[src/rtl/multicycle_control_fsm_if.sv]
// rtl/multicycle_control_fsm_if.sv - decode fields in, datapath controls out
// master = controller side, slave = datapath side.
interface multicycle_control_fsm_if;
  logic [3:0] Cond;
  logic [1:0] Op;
  logic [5:0] Funct;
  logic [3:0] Rd;
  logic [3:0] ALUFlags;
  logic       PCWrite;
  logic       AdrSrc;
  logic       MemWrite;
  logic       IRWrite;
  logic [1:0] ResultSrc;
  logic       ALUSrcA;
  logic [1:0] ALUSrcB;
  logic [1:0] ALUControl;
  logic [1:0] ImmSrc;
  logic       RegWrite;
  logic [1:0] RegSrc;
  logic [3:0] State;

  modport master (
    input  Cond, Op, Funct, Rd, ALUFlags,
    output PCWrite, AdrSrc, MemWrite, IRWrite, ResultSrc, ALUSrcA, ALUSrcB,
           ALUControl, ImmSrc, RegWrite, RegSrc, State
  );

  modport slave (
    output Cond, Op, Funct, Rd, ALUFlags,
    input  PCWrite, AdrSrc, MemWrite, IRWrite, ResultSrc, ALUSrcA, ALUSrcB,
           ALUControl, ImmSrc, RegWrite, RegSrc, State
  );
endinterface

[src/rtl/multicycle_control_fsm.sv]
// rtl/multicycle_control_fsm.sv - multicycle ARM-subset sequencer with NZCV flags
// Outputs are Moore: functions of state, IR fields and the latched condition result.
module multicycle_control_fsm (
  input  logic clk,
  input  logic rst,
  multicycle_control_fsm_if.master bus
);

  typedef enum logic [3:0] {
    FETCH   = 4'd0,
    DECODE  = 4'd1,
    MEMADR  = 4'd2,
    MEMREAD = 4'd3,
    MEMWB   = 4'd4,
    MEMWR   = 4'd5,
    EXECR   = 4'd6,
    EXECI   = 4'd7,
    ALUWB   = 4'd8,
    BRANCH  = 4'd9
  } state_t;

  state_t     state, next_state;
  logic [3:0] flags;
  logic       cond_ex_reg, cond_ex;
  logic [3:0] cmd;
  logic [1:0] alu_op;
  logic       is_cmp, unsupported, arith;
  logic       rd_is_pc;
  logic       pc_write, adr_src, mem_write, ir_write, reg_write, alu_src_a;
  logic [1:0] result_src, alu_src_b, alu_control;

  assign cmd      = bus.Funct[4:1];
  assign rd_is_pc = (bus.Rd == 4'd15);

  always_comb begin
    alu_op      = 2'b00;
    is_cmp      = 1'b0;
    unsupported = 1'b0;
    arith       = 1'b0;
    case (cmd)
      4'b0100: arith = 1'b1;
      4'b0010: begin alu_op = 2'b01; arith = 1'b1; end
      4'b0000: alu_op = 2'b10;
      4'b1100: alu_op = 2'b11;
      4'b1010: begin alu_op = 2'b01; arith = 1'b1; is_cmp = 1'b1; end
      default: unsupported = 1'b1;
    endcase
  end

  always_comb begin
    cond_ex = 1'b0;
    case (bus.Cond)
      4'b0000: cond_ex = flags[2];
      4'b0001: cond_ex = ~flags[2];
      4'b0010: cond_ex = flags[1];
      4'b0011: cond_ex = ~flags[1];
      4'b0100: cond_ex = flags[3];
      4'b0101: cond_ex = ~flags[3];
      4'b0110: cond_ex = flags[0];
      4'b0111: cond_ex = ~flags[0];
      4'b1000: cond_ex = flags[1] & ~flags[2];
      4'b1001: cond_ex = ~flags[1] | flags[2];
      4'b1010: cond_ex = (flags[3] == flags[0]);
      4'b1011: cond_ex = (flags[3] != flags[0]);
      4'b1100: cond_ex = ~flags[2] & (flags[3] == flags[0]);
      4'b1101: cond_ex = flags[2] | (flags[3] != flags[0]);
      4'b1110: cond_ex = 1'b1;
      default: cond_ex = 1'b0;
    endcase
  end

  always_ff @(posedge clk or negedge rst) begin
    if (!rst) state <= FETCH;
    else      state <= next_state;
  end

  // Flags written at the end of Execute are seen by the next Decode.
  always_ff @(posedge clk or negedge rst) begin
    if (!rst) begin
      flags       <= 4'b0000;
      cond_ex_reg <= 1'b0;
    end else begin
      if (state == DECODE) cond_ex_reg <= cond_ex;
      if ((state == EXECR || state == EXECI) && bus.Funct[0] && cond_ex_reg && !unsupported) begin
        flags[3:2] <= bus.ALUFlags[3:2];
        if (arith) flags[1:0] <= bus.ALUFlags[1:0];
      end
    end
  end

  always_comb begin
    next_state = FETCH;
    case (state)
      FETCH:   next_state = DECODE;
      DECODE: begin
        case (bus.Op)
          2'b01:   next_state = MEMADR;
          2'b00:   next_state = bus.Funct[5] ? EXECI : EXECR;
          2'b10:   next_state = BRANCH;
          default: next_state = FETCH;
        endcase
      end
      MEMADR:  next_state = bus.Funct[0] ? MEMREAD : MEMWR;
      MEMREAD: next_state = MEMWB;
      EXECR:   next_state = ALUWB;
      EXECI:   next_state = ALUWB;
      default: next_state = FETCH;
    endcase
  end

  always_comb begin
    pc_write    = 1'b0;
    adr_src     = 1'b0;
    mem_write   = 1'b0;
    ir_write    = 1'b0;
    reg_write   = 1'b0;
    alu_src_a   = 1'b0;
    result_src  = 2'b00;
    alu_src_b   = 2'b00;
    alu_control = 2'b00;
    case (state)
      FETCH: begin
        ir_write   = 1'b1;
        alu_src_a  = 1'b1;
        alu_src_b  = 2'b10;
        result_src = 2'b10;
        pc_write   = 1'b1;
      end
      DECODE: begin
        alu_src_a  = 1'b1;
        alu_src_b  = 2'b10;
        result_src = 2'b10;
      end
      MEMADR:  alu_src_b = 2'b01;
      MEMREAD: adr_src   = 1'b1;
      MEMWB: begin
        result_src = 2'b01;
        if (rd_is_pc) pc_write  = cond_ex_reg;
        else          reg_write = cond_ex_reg;
      end
      MEMWR: begin
        adr_src   = 1'b1;
        mem_write = cond_ex_reg;
      end
      EXECR:   alu_control = alu_op;
      EXECI: begin
        alu_src_b   = 2'b01;
        alu_control = alu_op;
      end
      ALUWB: begin
        if (rd_is_pc) pc_write  = cond_ex_reg;
        else          reg_write = cond_ex_reg & ~is_cmp & ~unsupported;
      end
      BRANCH: begin
        alu_src_b  = 2'b01;
        result_src = 2'b10;
        pc_write   = cond_ex_reg;
      end
      default: ;
    endcase
  end

  // Write enables are gated by reset so nothing completes once rst falls.
  assign bus.PCWrite    = pc_write & rst;
  assign bus.IRWrite    = ir_write & rst;
  assign bus.MemWrite   = mem_write & rst;
  assign bus.RegWrite   = reg_write & rst;
  assign bus.AdrSrc     = adr_src;
  assign bus.ResultSrc  = result_src;
  assign bus.ALUSrcA    = alu_src_a;
  assign bus.ALUSrcB    = alu_src_b;
  assign bus.ALUControl = alu_control;
  assign bus.ImmSrc     = bus.Op;
  assign bus.RegSrc     = {bus.Op == 2'b01, bus.Op == 2'b10};
  assign bus.State      = state;

endmodule

[src/flat_wrapper.sv]
// flat-port wrapper written by rule: the top's interface ports become plain ports
module multicycle_control_fsm_flat 
  (clk, rst, bus_Cond, bus_Op, bus_Funct, bus_Rd, bus_ALUFlags, bus_PCWrite, bus_AdrSrc, bus_MemWrite, bus_IRWrite, bus_ResultSrc, bus_ALUSrcA, bus_ALUSrcB, bus_ALUControl, bus_ImmSrc, bus_RegWrite, bus_RegSrc, bus_State);
  multicycle_control_fsm_if bus_i ();
  input  logic clk;
  input  logic rst;
  input wire logic [$bits(bus_i.Cond)-1:0] bus_Cond;
  input wire logic [$bits(bus_i.Op)-1:0] bus_Op;
  input wire logic [$bits(bus_i.Funct)-1:0] bus_Funct;
  input wire logic [$bits(bus_i.Rd)-1:0] bus_Rd;
  input wire logic [$bits(bus_i.ALUFlags)-1:0] bus_ALUFlags;
  output wire logic [$bits(bus_i.PCWrite)-1:0] bus_PCWrite;
  output wire logic [$bits(bus_i.AdrSrc)-1:0] bus_AdrSrc;
  output wire logic [$bits(bus_i.MemWrite)-1:0] bus_MemWrite;
  output wire logic [$bits(bus_i.IRWrite)-1:0] bus_IRWrite;
  output wire logic [$bits(bus_i.ResultSrc)-1:0] bus_ResultSrc;
  output wire logic [$bits(bus_i.ALUSrcA)-1:0] bus_ALUSrcA;
  output wire logic [$bits(bus_i.ALUSrcB)-1:0] bus_ALUSrcB;
  output wire logic [$bits(bus_i.ALUControl)-1:0] bus_ALUControl;
  output wire logic [$bits(bus_i.ImmSrc)-1:0] bus_ImmSrc;
  output wire logic [$bits(bus_i.RegWrite)-1:0] bus_RegWrite;
  output wire logic [$bits(bus_i.RegSrc)-1:0] bus_RegSrc;
  output wire logic [$bits(bus_i.State)-1:0] bus_State;
  assign bus_i.Cond = bus_Cond;
  assign bus_i.Op = bus_Op;
  assign bus_i.Funct = bus_Funct;
  assign bus_i.Rd = bus_Rd;
  assign bus_i.ALUFlags = bus_ALUFlags;
  assign bus_PCWrite = bus_i.PCWrite;
  assign bus_AdrSrc = bus_i.AdrSrc;
  assign bus_MemWrite = bus_i.MemWrite;
  assign bus_IRWrite = bus_i.IRWrite;
  assign bus_ResultSrc = bus_i.ResultSrc;
  assign bus_ALUSrcA = bus_i.ALUSrcA;
  assign bus_ALUSrcB = bus_i.ALUSrcB;
  assign bus_ALUControl = bus_i.ALUControl;
  assign bus_ImmSrc = bus_i.ImmSrc;
  assign bus_RegWrite = bus_i.RegWrite;
  assign bus_RegSrc = bus_i.RegSrc;
  assign bus_State = bus_i.State;
  multicycle_control_fsm u_core (.clk(clk), .rst(rst), .bus(bus_i));
endmodule
[config.mk]
export PLATFORM = sky130hd
export DESIGN_NAME = multicycle_control_fsm_flat
export DESIGN_NICKNAME = d
export VERILOG_FILES = /design/src/rtl/multicycle_control_fsm_if.sv /design/src/rtl/multicycle_control_fsm.sv /design/src/flat_wrapper.sv
export SDC_FILE = /design/constraint.sdc
export NUM_CORES = 1
export LEC_CHECK = 0
export ABC_CLOCK_PERIOD_IN_PS = 1400
export BUFFER_PORTS_ARGS = -buffer_cell sky130_fd_sc_hd__buf_2
export CAP_MARGIN = 0
export CORE_MARGIN = 5
export CORE_UTILIZATION = 40
export CTS_CLUSTER_DIAMETER = 150
export DETAILED_ROUTE_END_ITERATION = 10
export PLACE_DENSITY = 0.76
export REMOVE_ABC_BUFFERS = 1
export SKIP_CTS_REPAIR_TIMING = 1
export SYNTH_ARGS = -nofsm -noshare
export SYNTH_HDL_FRONTEND = slang
export SYNTH_SLANG_ARGS = --single-unit
[constraint.sdc]
create_clock -name clk -period 1.4 [get_ports clk]
set_input_delay 0.35 -clock clk [delete_from_list [all_inputs] [get_ports clk]]
set_output_delay 0.35 -clock clk [all_outputs]
set_load 0.01 [all_outputs]
==> flow_summary.ini <==
[run_status]
status = finished, violations left
violations = negative setup slack

[grt]
grt_max_degree = 10
overflow = 0
grt_pass1_vias = 984
grt_usage_pct = 15.7
antenna_found_initial = 0
grt_pass1_wl_um = 4130

[sta]
min_period_ps = 1870
rsz0062_at_grt = yes
tightest_slew_ps = 302
max_slew_margin_pct = 79.8
fmax_mhz = 534
hold_viol_final = 0
setup_viol = 18
whs_ps = 38.7
layout_setup_ws_ps = -472
fin_worst_skew_ps = 7.62
period_share_pct = 134
final_max_slew_viol_count = 0

[placed_design]
gp_congestion = 0.818
place_ws_ps = -220
hpwl_um = 2060
io_buffers = 41
placed_area_um2 = 1180

[power_and_ir_drop]
p_leak_nw = 0.652
ir_worst_vdd_mv = 0.951
power.density_nw_per_um2 = 1760

[detailed_routing]
avgRoutedWirePerCell_um = 14.5
wl_um = 2810
vias_per_cell = 5.30
routed-via-count = 1022
drc_errors = 0
drt_iter0_drc = 10
final_antenna_net_count = 0
drt_pass1_iterations = 4

[die]
io_pins = 42
rows = 16
die_h_um = 55.7
die_width_um = 55.7
core_um2 = 1980
dieArea_um2 = 3100
start_util_pct = 42.2

[critical_path]
max_stage_delay_ps = 420
arrival_ps = 1520
path_cells = and2b_2 -> a21oi_1 -> nor4_1 -> or2_1 -> buf_2
setup.worst_path.start_class = flop
crit_type = reg -> out
end_kind = primary output
cp_max_fo = 5
cp_slowest_cell = dfrtp_1
crit_required_ps = 1050

[layout]
multi_input_area_um2 = 629
fin_util_pct = 68.2
drive_above_1_share_pct = 54.2
nets = 189
final_area_um2 = 1350
synthToLayoutAreaGrowth_pct = 61.8
seq_area_um2 = 226
insertedDiodeCount = 0
fillerInstances = 162

[synthesis]
ys_ff_latch = 9
synth-edff-count = 0
synth_area_per_cell_um2 = 8.11
synth_seq_area_share_pct = 26.9
async_flop_share_pct = 100
syn-instance-count = 103
ys_types = 38
synth_ff_type = dfrtp_1
netlist_area_um2 = 836
yosys_warnings = 0

[clock_network]
htree_levels = 1
cts_tree = done
ctsRootBufferMaster = clkbuf_4
cts.path.max_buffers = 2
cts_sinks = 9
cts_buffers = 3
cts.reportedPaths.clkPinSlew_ps = 70
clock_latency_ps = 260

[flow_run]
cap_violations = 0

[worst_hold_path]
hp-class = in -> async
cell type report:
| cell class | instances | area share [%] |
|---|---|---|
| clock buffer | 4 | 1.94 |
| inverter | 3 | 0.833 |
| multi-input combinational | 84 | 46.5 |
| sequential | 9 | 16.7 |
| tap | 27 | 2.50 |
| timing repair buffer | 66 | 31.5 |
critical path: cells and delay by family, from the launching register on:
kind,cells,cell delay (ps)
simple gates,3,530
flops,1,420
compound gates,1,170
buf+inv,1,140
cells in the mapped netlist (2+ instances only):
cell	count	area [um^2]
clkbuf_1	2	7.51
xor2_1	4	35.0
or2_1	2	12.5
nand2b_1	6	37.5
nor2b_1	4	25.0
o21ai_1	4	20.0
inv_2	2	7.51
buf_4	2	15.0
nand2_1	5	18.8
a31oi_1	3	18.8
nor2_1	10	37.5
dfrtp_1	9	225
o21ai_0	3	15.0
nor4_1	2	12.5
nor3b_1	2	15.0
nand3b_1	3	22.5
mux2_1	4	45.0
xnor2_1	2	17.5
buf_6	2	22.5
mux2i_1	2	20.0
a211oi_1	2	15.0
nor3_1	7	35.0
a21oi_1	6	30.0
layer usage:
metal | part of all wire (%) | GRT usage (%)
met1 | 37 | 17.1
met2 | 57 | 30.2
met4 | 1.9 | 3.13
met3 | 4.1 | 3.94
met5 | 0 | 0
layout by cell type, fill, tap and decap left out, types with 4 or more instances in the layout:
cell / synthesis / routed
nor2_1: 10 / 9
a21oi_1: 6 / 6
nand2_1: 5 / 4
dfrtp_1: 9 / 8
xor2_1: 4 / 4
o21ai_1: 4 / 4
buf_2: 1 / 40
nand2b_1: 6 / 4
buf_4: 2 / 18
buf_6: 2 / 8
nor3_1: 7 / 5
path summary, 6_finish.rpt:
kind,to,from,slack (ps),cells past startpoint
setup / recovery,bus_PCWrite,u_core.bus.State[2],-470,5
setup reg to reg,u_core.flags[0],u_core.bus.State[3],-190,4
hold reg to reg,u_core.flags[1],u_core.flags[1],540,1
hold / removal,u_core.bus.State[0],rst,40,2
min in group clk,u_core.flags[0],bus_ALUFlags[0],310,2
max in group asynchronous,u_core.bus.State[0],rst,1210,2
power by group:
part / internal [mW] / switching (mW) / leakage (nW)
Combinational: 0.884 / 0.812 / 0.520
Sequential: 0.357 / 0.121 / 0.117
Clock: 0.110 / 0.0951 / 0.0150
Total: 1.35 / 1.03 / 0.652
through the flow:
step | std cells | total power, mW | TNS [ps]
2_1_floorplan | 96 | 1.15 | -1500
3_3_place_gp | 185 | 1.78 | -1200
3_5_place_dp | 185 | 1.81 | -1560
4_1_cts | 189 | 2.03 | -4800
5_1_grt | 193 | 2.56 | -6170
6_report | 193 | 2.38 | -4720
logic make-up (layout without fill, tap and decap cells):
family,after synthesis,in the layout,synth area share (%)
AOI/OAI and AO/OA,23,23,18.1
xor gates and xnor gates,6,6,6.29
buffers and inverters,10,73,7.33
DFF,9,9,26.9
muxes,6,6,7.78
and+or+nand+nor,49,49,33.5
No activity file was read; power rests on OpenSTA's default activity.
